==> src/rtl/tri_debug_trace_pkg.sv <==
// Shared constants for the debug trace capture block: FSM state encodings and
// coretrace control bit positions.
package tri_debug_trace_pkg;

    typedef enum logic [2:0] {
        ST_IDLE  = 3'd0,
        ST_ARMED = 3'd1,
        ST_POST  = 3'd2,
        ST_DONE  = 3'd3,
        ST_READ  = 3'd4
    } state_e;

    localparam int CTRL_VALID   = 0;
    localparam int CTRL_EXTTRIG = 1;
    localparam int TS_W         = 16;

endpackage

==> src/rtl/tri_debug_trace_if.sv <==
// Bundle of trace input, configuration, readout stream and status signals.
// Optional trig_timestamp appears when TRI_DEBUG_TRACE_TIMESTAMP_EN is defined.
interface tri_debug_trace_if #(
    parameter int DBG_WIDTH = 32,
    parameter int ADDR_W    = 4
);
    logic [DBG_WIDTH-1:0] trace_data_in;
    logic [3:0]           coretrace_ctrls_in;
    logic                 cfg_arm;
    logic                 cfg_abort;
    logic [DBG_WIDTH-1:0] cfg_pattern;
    logic [DBG_WIDTH-1:0] cfg_mask;
    logic                 cfg_ext_trig_en;
    logic [ADDR_W-1:0]    cfg_post_cnt;
    // Readout stream: a beat transfers on a cycle with rd_valid & rd_ready;
    // while rd_valid is high and rd_ready low, rd_data/rd_last stay constant
    // and rd_valid is not withdrawn except by cfg_abort.
    logic                 rd_start;
    logic                 rd_ready;
    logic                 rd_valid;
    logic [DBG_WIDTH-1:0] rd_data;
    logic                 rd_last;
    logic [2:0]           state_out;
    logic                 triggered;
    logic [ADDR_W-1:0]    trig_addr;
    logic                 wrapped;
`ifdef TRI_DEBUG_TRACE_TIMESTAMP_EN
    logic [0:15]          trig_timestamp;
`endif

    modport master (
`ifdef TRI_DEBUG_TRACE_TIMESTAMP_EN
        input  trig_timestamp,
`endif
        output trace_data_in, coretrace_ctrls_in, cfg_arm, cfg_abort,
               cfg_pattern, cfg_mask, cfg_ext_trig_en, cfg_post_cnt,
               rd_start, rd_ready,
        input  rd_valid, rd_data, rd_last, state_out, triggered,
               trig_addr, wrapped
    );

    modport slave (
`ifdef TRI_DEBUG_TRACE_TIMESTAMP_EN
        output trig_timestamp,
`endif
        input  trace_data_in, coretrace_ctrls_in, cfg_arm, cfg_abort,
               cfg_pattern, cfg_mask, cfg_ext_trig_en, cfg_post_cnt,
               rd_start, rd_ready,
        output rd_valid, rd_data, rd_last, state_out, triggered,
               trig_addr, wrapped
    );

endinterface

==> src/rtl/tri_debug_trace_buf.sv <==
// Trace storage: DEPTH x WIDTH array with one write port and one registered
// read port. The array itself is not reset; only the read register is.
module tri_debug_trace_buf #(
    parameter int WIDTH  = 32,
    parameter int DEPTH  = 16,
    parameter int ADDR_W = 4
) (
    input  logic              clk_i,
    input  logic              rst_n_i,
    input  logic              we_i,
    input  logic [ADDR_W-1:0] waddr_i,
    input  logic [WIDTH-1:0]  wdata_i,
    input  logic              re_i,
    input  logic [ADDR_W-1:0] raddr_i,
    output logic [WIDTH-1:0]  rdata_o
);
    logic [WIDTH-1:0] mem_q [DEPTH];
    logic [WIDTH-1:0] rdata_q;

    always_ff @(posedge clk_i) begin
        if (we_i) mem_q[waddr_i] <= wdata_i;
    end

    always_ff @(posedge clk_i or negedge rst_n_i) begin
        if (!rst_n_i)  rdata_q <= '0;
        else if (re_i) rdata_q <= mem_q[raddr_i];
    end

    assign rdata_o = rdata_q;

endmodule

==> src/rtl/tri_debug_trace_capture.sv <==
// Debug trace capture: masked-pattern / external trigger, circular pre-trigger
// history, post-trigger fill, oldest-first readout. Optional trigger timestamp
// is built when TRI_DEBUG_TRACE_TIMESTAMP_EN is defined.
module tri_debug_trace_capture
    import tri_debug_trace_pkg::*;
#(
    parameter int DBG_WIDTH = 32,
    parameter int DEPTH     = 16,
    parameter int ADDR_W    = 4
) (
    input  logic               clk,
    input  logic               rst_n,
    tri_debug_trace_if.slave   bus
);
    localparam logic [ADDR_W:0] FULL_CNT = (ADDR_W+1)'(DEPTH);

    state_e              state_q, state_d;
    logic [ADDR_W-1:0]   wr_ptr_q, wr_ptr_d, rd_ptr_q, rd_ptr_d;
    logic [ADDR_W-1:0]   post_cnt_q, post_cnt_d, trig_addr_q, trig_addr_d;
    logic [ADDR_W:0]     fetch_cnt_q, fetch_cnt_d;
    logic                wrapped_q, wrapped_d, triggered_q, triggered_d;
    logic                rd_valid_q, rd_valid_d, rd_last_q, rd_last_d;
    logic                qual, match, trig, wr_en, rd_en, hs;
    logic [1:0]          unused_ctrls;

    assign unused_ctrls = bus.coretrace_ctrls_in[3:2];
    assign qual  = bus.coretrace_ctrls_in[CTRL_VALID];
    assign match = ((bus.trace_data_in ^ bus.cfg_pattern) & bus.cfg_mask) == '0;
    assign trig  = qual & (match | (bus.cfg_ext_trig_en & bus.coretrace_ctrls_in[CTRL_EXTTRIG]));
    assign hs    = rd_valid_q & bus.rd_ready;

    always_comb begin
        state_d     = state_q;
        wr_ptr_d    = wr_ptr_q;
        rd_ptr_d    = rd_ptr_q;
        post_cnt_d  = post_cnt_q;
        trig_addr_d = trig_addr_q;
        fetch_cnt_d = fetch_cnt_q;
        wrapped_d   = wrapped_q;
        triggered_d = triggered_q;
        rd_valid_d  = rd_valid_q;
        rd_last_d   = rd_last_q;
        wr_en       = 1'b0;
        rd_en       = 1'b0;
        if (bus.cfg_abort) begin
            // Abort overrides any arm, trigger or read activity this cycle.
            state_d     = ST_IDLE;
            triggered_d = 1'b0;
            rd_valid_d  = 1'b0;
            rd_last_d   = 1'b0;
        end else begin
            case (state_q)
                ST_IDLE: begin
                    if (bus.cfg_arm) begin
                        state_d     = ST_ARMED;
                        wr_ptr_d    = '0;
                        wrapped_d   = 1'b0;
                        triggered_d = 1'b0;
                        trig_addr_d = '0;
                    end
                end
                ST_ARMED, ST_POST: begin
                    if (qual) begin
                        wr_en    = 1'b1;
                        wr_ptr_d = wr_ptr_q + 1'b1;
                        if (&wr_ptr_q) wrapped_d = 1'b1;
                        if (state_q == ST_ARMED) begin
                            if (trig) begin
                                trig_addr_d = wr_ptr_q;
                                triggered_d = 1'b1;
                                post_cnt_d  = bus.cfg_post_cnt;
                                state_d     = (bus.cfg_post_cnt == '0) ? ST_DONE : ST_POST;
                            end
                        end else begin
                            post_cnt_d = post_cnt_q - 1'b1;
                            if (post_cnt_q == ADDR_W'(1)) state_d = ST_DONE;
                        end
                    end
                end
                ST_DONE: begin
                    if (bus.rd_start) begin
                        state_d     = ST_READ;
                        rd_ptr_d    = wrapped_q ? wr_ptr_q : '0;
                        fetch_cnt_d = wrapped_q ? FULL_CNT : {1'b0, wr_ptr_q};
                    end
                end
                ST_READ: begin
                    // Fetch the next entry whenever the output register is empty or draining.
                    if ((fetch_cnt_q != '0) && (!rd_valid_q || bus.rd_ready)) begin
                        rd_en       = 1'b1;
                        rd_valid_d  = 1'b1;
                        rd_last_d   = (fetch_cnt_q == (ADDR_W+1)'(1));
                        rd_ptr_d    = rd_ptr_q + 1'b1;
                        fetch_cnt_d = fetch_cnt_q - 1'b1;
                    end else if (hs) begin
                        rd_valid_d = 1'b0;
                        rd_last_d  = 1'b0;
                        if (rd_last_q) state_d = ST_IDLE;
                    end
                end
                default: state_d = ST_IDLE;
            endcase
        end
    end

    always_ff @(posedge clk or negedge rst_n) begin
        if (!rst_n) begin
            state_q     <= ST_IDLE;
            wr_ptr_q    <= '0;
            rd_ptr_q    <= '0;
            post_cnt_q  <= '0;
            trig_addr_q <= '0;
            fetch_cnt_q <= '0;
            wrapped_q   <= 1'b0;
            triggered_q <= 1'b0;
            rd_valid_q  <= 1'b0;
            rd_last_q   <= 1'b0;
        end else begin
            state_q     <= state_d;
            wr_ptr_q    <= wr_ptr_d;
            rd_ptr_q    <= rd_ptr_d;
            post_cnt_q  <= post_cnt_d;
            trig_addr_q <= trig_addr_d;
            fetch_cnt_q <= fetch_cnt_d;
            wrapped_q   <= wrapped_d;
            triggered_q <= triggered_d;
            rd_valid_q  <= rd_valid_d;
            rd_last_q   <= rd_last_d;
        end
    end

    tri_debug_trace_buf #(
        .WIDTH  (DBG_WIDTH),
        .DEPTH  (DEPTH),
        .ADDR_W (ADDR_W)
    ) u_buf (
        .clk_i   (clk),
        .rst_n_i (rst_n),
        .we_i    (wr_en),
        .waddr_i (wr_ptr_q),
        .wdata_i (bus.trace_data_in),
        .re_i    (rd_en),
        .raddr_i (rd_ptr_q),
        .rdata_o (bus.rd_data)
    );

`ifdef TRI_DEBUG_TRACE_TIMESTAMP_EN
    logic [TS_W-1:0] ts_cnt_q, trig_ts_q, trig_ts_d;
    logic            ts_arm, ts_trig;

    assign ts_arm  = (state_q == ST_IDLE)  & bus.cfg_arm & ~bus.cfg_abort;
    assign ts_trig = (state_q == ST_ARMED) & trig & ~bus.cfg_abort;

    always_comb begin
        trig_ts_d = trig_ts_q;
        if (ts_trig)     trig_ts_d = ts_cnt_q;
        else if (ts_arm) trig_ts_d = '0;
    end

    always_ff @(posedge clk or negedge rst_n) begin
        if (!rst_n) begin
            ts_cnt_q  <= '0;
            trig_ts_q <= '0;
        end else begin
            ts_cnt_q  <= ts_cnt_q + 1'b1;
            trig_ts_q <= trig_ts_d;
        end
    end

    assign bus.trig_timestamp = trig_ts_q;
`endif

    assign bus.rd_valid  = rd_valid_q;
    assign bus.rd_last   = rd_last_q;
    assign bus.state_out = state_q;
    assign bus.triggered = triggered_q;
    assign bus.trig_addr = trig_addr_q;
    assign bus.wrapped   = wrapped_q;

endmodule

==> src/flat_wrapper.sv <==
// flat-port wrapper written by rule: the top's interface ports become plain ports
module tri_debug_trace_capture_flat import tri_debug_trace_pkg::*;
#(
    parameter int DBG_WIDTH = 32,
    parameter int DEPTH     = 16,
    parameter int ADDR_W    = 4
)
  (clk, rst_n, bus_trace_data_in, bus_coretrace_ctrls_in, bus_cfg_arm, bus_cfg_abort, bus_cfg_pattern, bus_cfg_mask, bus_cfg_ext_trig_en, bus_cfg_post_cnt, bus_rd_start, bus_rd_ready, bus_rd_valid, bus_rd_data, bus_rd_last, bus_state_out, bus_triggered, bus_trig_addr, bus_wrapped);
  tri_debug_trace_if #(.DBG_WIDTH(DBG_WIDTH), .ADDR_W(ADDR_W)) bus_i ();
  input  logic clk;
  input  logic rst_n;
  input wire logic [$bits(bus_i.trace_data_in)-1:0] bus_trace_data_in;
  input wire logic [$bits(bus_i.coretrace_ctrls_in)-1:0] bus_coretrace_ctrls_in;
  input wire logic [$bits(bus_i.cfg_arm)-1:0] bus_cfg_arm;
  input wire logic [$bits(bus_i.cfg_abort)-1:0] bus_cfg_abort;
  input wire logic [$bits(bus_i.cfg_pattern)-1:0] bus_cfg_pattern;
  input wire logic [$bits(bus_i.cfg_mask)-1:0] bus_cfg_mask;
  input wire logic [$bits(bus_i.cfg_ext_trig_en)-1:0] bus_cfg_ext_trig_en;
  input wire logic [$bits(bus_i.cfg_post_cnt)-1:0] bus_cfg_post_cnt;
  input wire logic [$bits(bus_i.rd_start)-1:0] bus_rd_start;
  input wire logic [$bits(bus_i.rd_ready)-1:0] bus_rd_ready;
  output wire logic [$bits(bus_i.rd_valid)-1:0] bus_rd_valid;
  output wire logic [$bits(bus_i.rd_data)-1:0] bus_rd_data;
  output wire logic [$bits(bus_i.rd_last)-1:0] bus_rd_last;
  output wire logic [$bits(bus_i.state_out)-1:0] bus_state_out;
  output wire logic [$bits(bus_i.triggered)-1:0] bus_triggered;
  output wire logic [$bits(bus_i.trig_addr)-1:0] bus_trig_addr;
  output wire logic [$bits(bus_i.wrapped)-1:0] bus_wrapped;
  assign bus_i.trace_data_in = bus_trace_data_in;
  assign bus_i.coretrace_ctrls_in = bus_coretrace_ctrls_in;
  assign bus_i.cfg_arm = bus_cfg_arm;
  assign bus_i.cfg_abort = bus_cfg_abort;
  assign bus_i.cfg_pattern = bus_cfg_pattern;
  assign bus_i.cfg_mask = bus_cfg_mask;
  assign bus_i.cfg_ext_trig_en = bus_cfg_ext_trig_en;
  assign bus_i.cfg_post_cnt = bus_cfg_post_cnt;
  assign bus_i.rd_start = bus_rd_start;
  assign bus_i.rd_ready = bus_rd_ready;
  assign bus_rd_valid = bus_i.rd_valid;
  assign bus_rd_data = bus_i.rd_data;
  assign bus_rd_last = bus_i.rd_last;
  assign bus_state_out = bus_i.state_out;
  assign bus_triggered = bus_i.triggered;
  assign bus_trig_addr = bus_i.trig_addr;
  assign bus_wrapped = bus_i.wrapped;
  tri_debug_trace_capture #(.DBG_WIDTH(DBG_WIDTH), .DEPTH(DEPTH), .ADDR_W(ADDR_W)) u_core (.clk(clk), .rst_n(rst_n), .bus(bus_i));
endmodule
==> config.mk <==
export PLATFORM = sky130hd
export DESIGN_NAME = tri_debug_trace_capture_flat
export DESIGN_NICKNAME = d
export VERILOG_FILES = /design/src/rtl/tri_debug_trace_pkg.sv /design/src/rtl/tri_debug_trace_if.sv /design/src/rtl/tri_debug_trace_buf.sv /design/src/rtl/tri_debug_trace_capture.sv /design/src/flat_wrapper.sv
export SDC_FILE = /design/constraint.sdc
export NUM_CORES = 1
export LEC_CHECK = 0
export BUFFER_PORTS_ARGS = -buffer_cell sky130_fd_sc_hd__buf_2
export CAP_MARGIN = 40
export CELL_PAD_IN_SITES_DETAIL_PLACEMENT = 0
export CELL_PAD_IN_SITES_GLOBAL_PLACEMENT = 1
export CORE_MARGIN = 2
export CORE_UTILIZATION = 59
export CTS_BUF_LIST = sky130_fd_sc_hd__clkbuf_4
export DETAILED_ROUTE_END_ITERATION = 10
export PLACE_DENSITY = 0.89
export SYNTH_ARGS = -nofsm -noshare
export SYNTH_HDL_FRONTEND = slang
export SYNTH_HIERARCHICAL = 1
export SYNTH_SLANG_ARGS = --single-unit
==> constraint.sdc <==
create_clock -name clk -period 7.69 [get_ports clk]
set_clock_uncertainty 0.15 [all_clocks]
set_input_delay 0.769 -clock clk [delete_from_list [all_inputs] [get_ports clk]]
set_output_delay 0.769 -clock clk [all_outputs]
set_load 0.01 [all_outputs]
==> reports/qor.yml <==
whs_endpoint: "u_core/post_cnt_q[0]$_DFFE_PN0P_"
cts_tree: "done"
cts.sinks: 572
reg2reg_from: "u_core/bus.state_out[1]$_DFFE_PN0P_"
startpoint_type: "flip-flop"
seqPwrFrac_pct: 53.5
clk_path_buf_depth: 3
holdWs_ns: 0.0956
hold_path_startpoint: "bus_cfg_post_cnt[0]"
viasPerCell: 6.13
switching_share_pct: 23.8
first_global_vias: 12900
report.final.slew_viol_count: 0
pwr-share-comb_pct: 9.7
routed_wl_um: 51100
vias: 12300
clkTransAtPathRegs_ns: 0.07
drtIter0Drc: 1188
start_util_pct: 59.4
dp.cells: 1757
ir_drop_uv: 137
post-route-drc-count: 0
die_h_um: 201
num-fill-cells: 2465
synth-seq-cells: 572
nets: 1501
final.min_clock_period_ns: 3.26
grt_pass1_wl_um: 76700
core_area_sq_um: 38500
tns_ns: 0
p_leak_uw: 0.00904
ys_async_sr_fraction_pct: 10.5
setup_viol: 0
place_hpwl_um: 29700
timing.fmax_ghz: 0.307
grt.overflow.total: 0
die_area_sq_um: 40300
yosys_warnings: 6
syn_area_sq_um: 22900
p_total_uw: 6660
hold_path.class: "input port to flip-flop"
synth_edf_count: 512
worstPathArrival_ns: 3.76
p_per_area_nw_per_um2: 256
seq_area_sq_um: 16900
track_usage_pct: 26.1
synth_cell_types: 60
syn_inst: 1113
cts_root_buffer: "clkbuf_4"
grt_max_degree: 44
cts_setup_buffers: 0
cts_buffers: 139
ff2ff_path_depth: 6
cp-end-kind: "flip-flop"
timing.rr.end: "u_core/u_buf/rdata_o[11]$_DFFE_PN0P_"
antenna_found_initial: 1
p_switching_uw: 1580
r2r_slack_ns: 4.43
relSlewSlack_pct: 42.5
layout-drive-gt1-share_pct: 39.7
avgRoutedWirePerCell_um: 25.4
syn-num-nets: 1231
critPathKind: "flip-flop to flip-flop"
ant_nets: 0
cap_violations: 0
synth_area_per_cell_sq_um: 20.5
io_buffers: 151
htree_levels: 4
clkLatencyLatePin_ns: 0.83
multi_input_area_sq_um: 5590
pwr-share-clk_pct: 36.9
die_w_um: 201
io_pins: 154
min_period_over_period_pct: 42.4
hold_viol_final: 0
crit_fanout: 17
internal_power_uw: 5080
rsz0062_at_grt: "false"
status: "complete, no violations"
gp_congestion: 0.763
row_count: 72
min_path_cells: 3
worst_slew_pin_slew_ns: 0.863
drtPass1Iterations: 5
ys_seq_area_share_pct: 73.8
crit_required_ns: 8.19
crit_start: "u_core/bus.state_out[1]$_DFFE_PN0P_"
area_growth_pct: 14.0
final_cells: 2010
synth_ff_type: "edfxtp_1"
synthesized netlist by cell type (2+ instances only):
library cell     n  area (sq um)
o41ai_1          2          17.5
nor3_1          14          70.1
nand4_1          6          37.5
nand3b_1         4          30.0
nand3_1          8          40.0
a211o_1          2          17.5
and2_1           2          12.5
inv_1           12          45.0
a22oi_1         16           120
a2bb2oi_1        4          35.0
dlygate4sd1_1    4          35.0
buf_4            9          67.6
mux2i_1         33           330
mux4_2         120          2700
nand2b_1         3          18.8
buf_12           6           120
nor2_1          68           255
a21oi_1          9          45.0
buf_2           13          65.1
edfxtp_1       512         15400
o21ai_0         14          70.1
o22ai_1         22           138
clkbuf_1        12          45.0
mux4_1           8           210
a31oi_1          7          43.8
xor2_1          35           307
nand2_1         17          63.8
a221oi_2        23           345
buf_6            8          90.1
and3_1           2          12.5
ha_1             7          87.6
o22ai_2         10           125
a22o_1           4          35.0
a221oi_1         9          78.8
a41oi_1          2          17.5
buf_8            2          30.0
dfrtp_1         60          1500
a21o_1           2          15.0
worst max-delay path: stages (launching register included):
cell and delay [ns]:
dfrtp_1 0.52, nor2_1 0.35, nand2_1 0.46, nor4_4 0.35
and2_2 0.64, buf_4 0.48, a221oi_1 0.15
final cells by class:
| cell class | count | area share, % |
|---|---|---|
| Timing Repair Buffer | 185 | 4.23 |
| Inverter | 12 | 0.173 |
| Sequential cell | 572 | 64.8 |
| Clock inverter | 29 | 0.538 |
| Multi-Input combinational cell | 473 | 21.4 |
| Antenna cell | 1 | 0.00960 |
| Tap cell | 518 | 2.49 |
| Clock buffer | 220 | 6.34 |
power groups by stage:
stage	Combinational, uW	Clock (uW)	Sequential (uW)
floorplan	445	0	3580
global placement	616	0	3620
detailed placement	645	0	3630
CTS	649	2520	3560
global route	695	2670	3570
finish	643	2460	3560
stage by stage:
step / util [%] / cell area (sq um) / worst slack, ns
3_3_place_gp: 62.7 / 24100 / 4.10
5_1_grt: 67.7 / 26100 / 4.12
2_1_floorplan: - / 22900 / 2.97
6_report: 67.7 / 26100 / 4.43
4_1_cts: 67.7 / 26100 / 4.42
3_5_place_dp: 63.0 / 24200 / 4.06
timing repair:
action,4_1_cts,5_1_grt
hold buffers,3,0
gates resized for setup,0,0
hold endpoints to repair,22,0
setup endpoints to repair,0,0
how the worst max path moves through the flow:
stage | endpoint | depth (start not counted)
6_report | u_core/u_buf/rdata_o[11]$_DFFE_PN0P_ | 6
5_1_grt | u_core/fetch_cnt_q[3]$_DFFE_PN0P_ | 9
4_1_cts | u_core/fetch_cnt_q[3]$_DFFE_PN0P_ | 9
3_5_place_dp | u_core/post_cnt_q[3]$_DFFE_PN0P_ | 8
3_3_place_gp | u_core/post_cnt_q[3]$_DFFE_PN0P_ | 8
2_1_floorplan | u_core/u_buf/mem_q[0][0]$_DFFE_PP_ | 6
registers in the layout, summed over array words and instances, names as in the netlist:
signal,count
u_core/bus.rd_last,1
u_core/bus.rd_valid,1
u_core/bus.state_out,3
u_core/bus.trig_addr,4
u_core/bus.triggered,1
u_core/bus.wrapped,1
u_core/fetch_cnt_q,5
u_core/post_cnt_q,4
u_core/rd_ptr_q,4
u_core/u_buf/mem_q,512
u_core/u_buf/rdata_o,32
u_core/wr_ptr_q,4
routing by layer:
layer,global-route usage (%),share of wire [%],up-vias
met2,42.8,51,580
li1,-,-,5274
met3,5.89,8.4,76
met5,0,0,-
met4,10.3,2.5,0
met1,34.6,38,6395
kinds of logic after synthesis:
group | after synthesis | share of synthesized area [%]
flops | 572 | 73.8
xor+xnor | 35 | 1.34
buf+inv | 68 | 2.27
compound gates | 137 | 5.25
mux | 161 | 14.2
simple gates | 133 | 2.74
fa+ha+maj | 7 | 0.383
cells in the final DEF (no fill, tap or decap), types with 14 or more instances in the layout:
| cell | synthesis | layout |
|---|---|---|
| a22oi_1 | 16 | 16 |
| mux4_2 | 120 | 120 |
| dfrtp_1 | 60 | 57 |
| clkbuf_4 | 1 | 220 |
| nor2_1 | 68 | 56 |
| o22ai_1 | 22 | 22 |
| nand2_1 | 17 | 17 |
| buf_4 | 9 | 25 |
| mux2i_1 | 33 | 33 |
| buf_2 | 13 | 152 |
| edfxtp_1 | 512 | 512 |
| clkinv_1 | 0 | 22 |
| xor2_1 | 35 | 35 |
| o21ai_0 | 14 | 14 |
| a221oi_2 | 23 | 23 |
(Power assumes the default switching activity.)
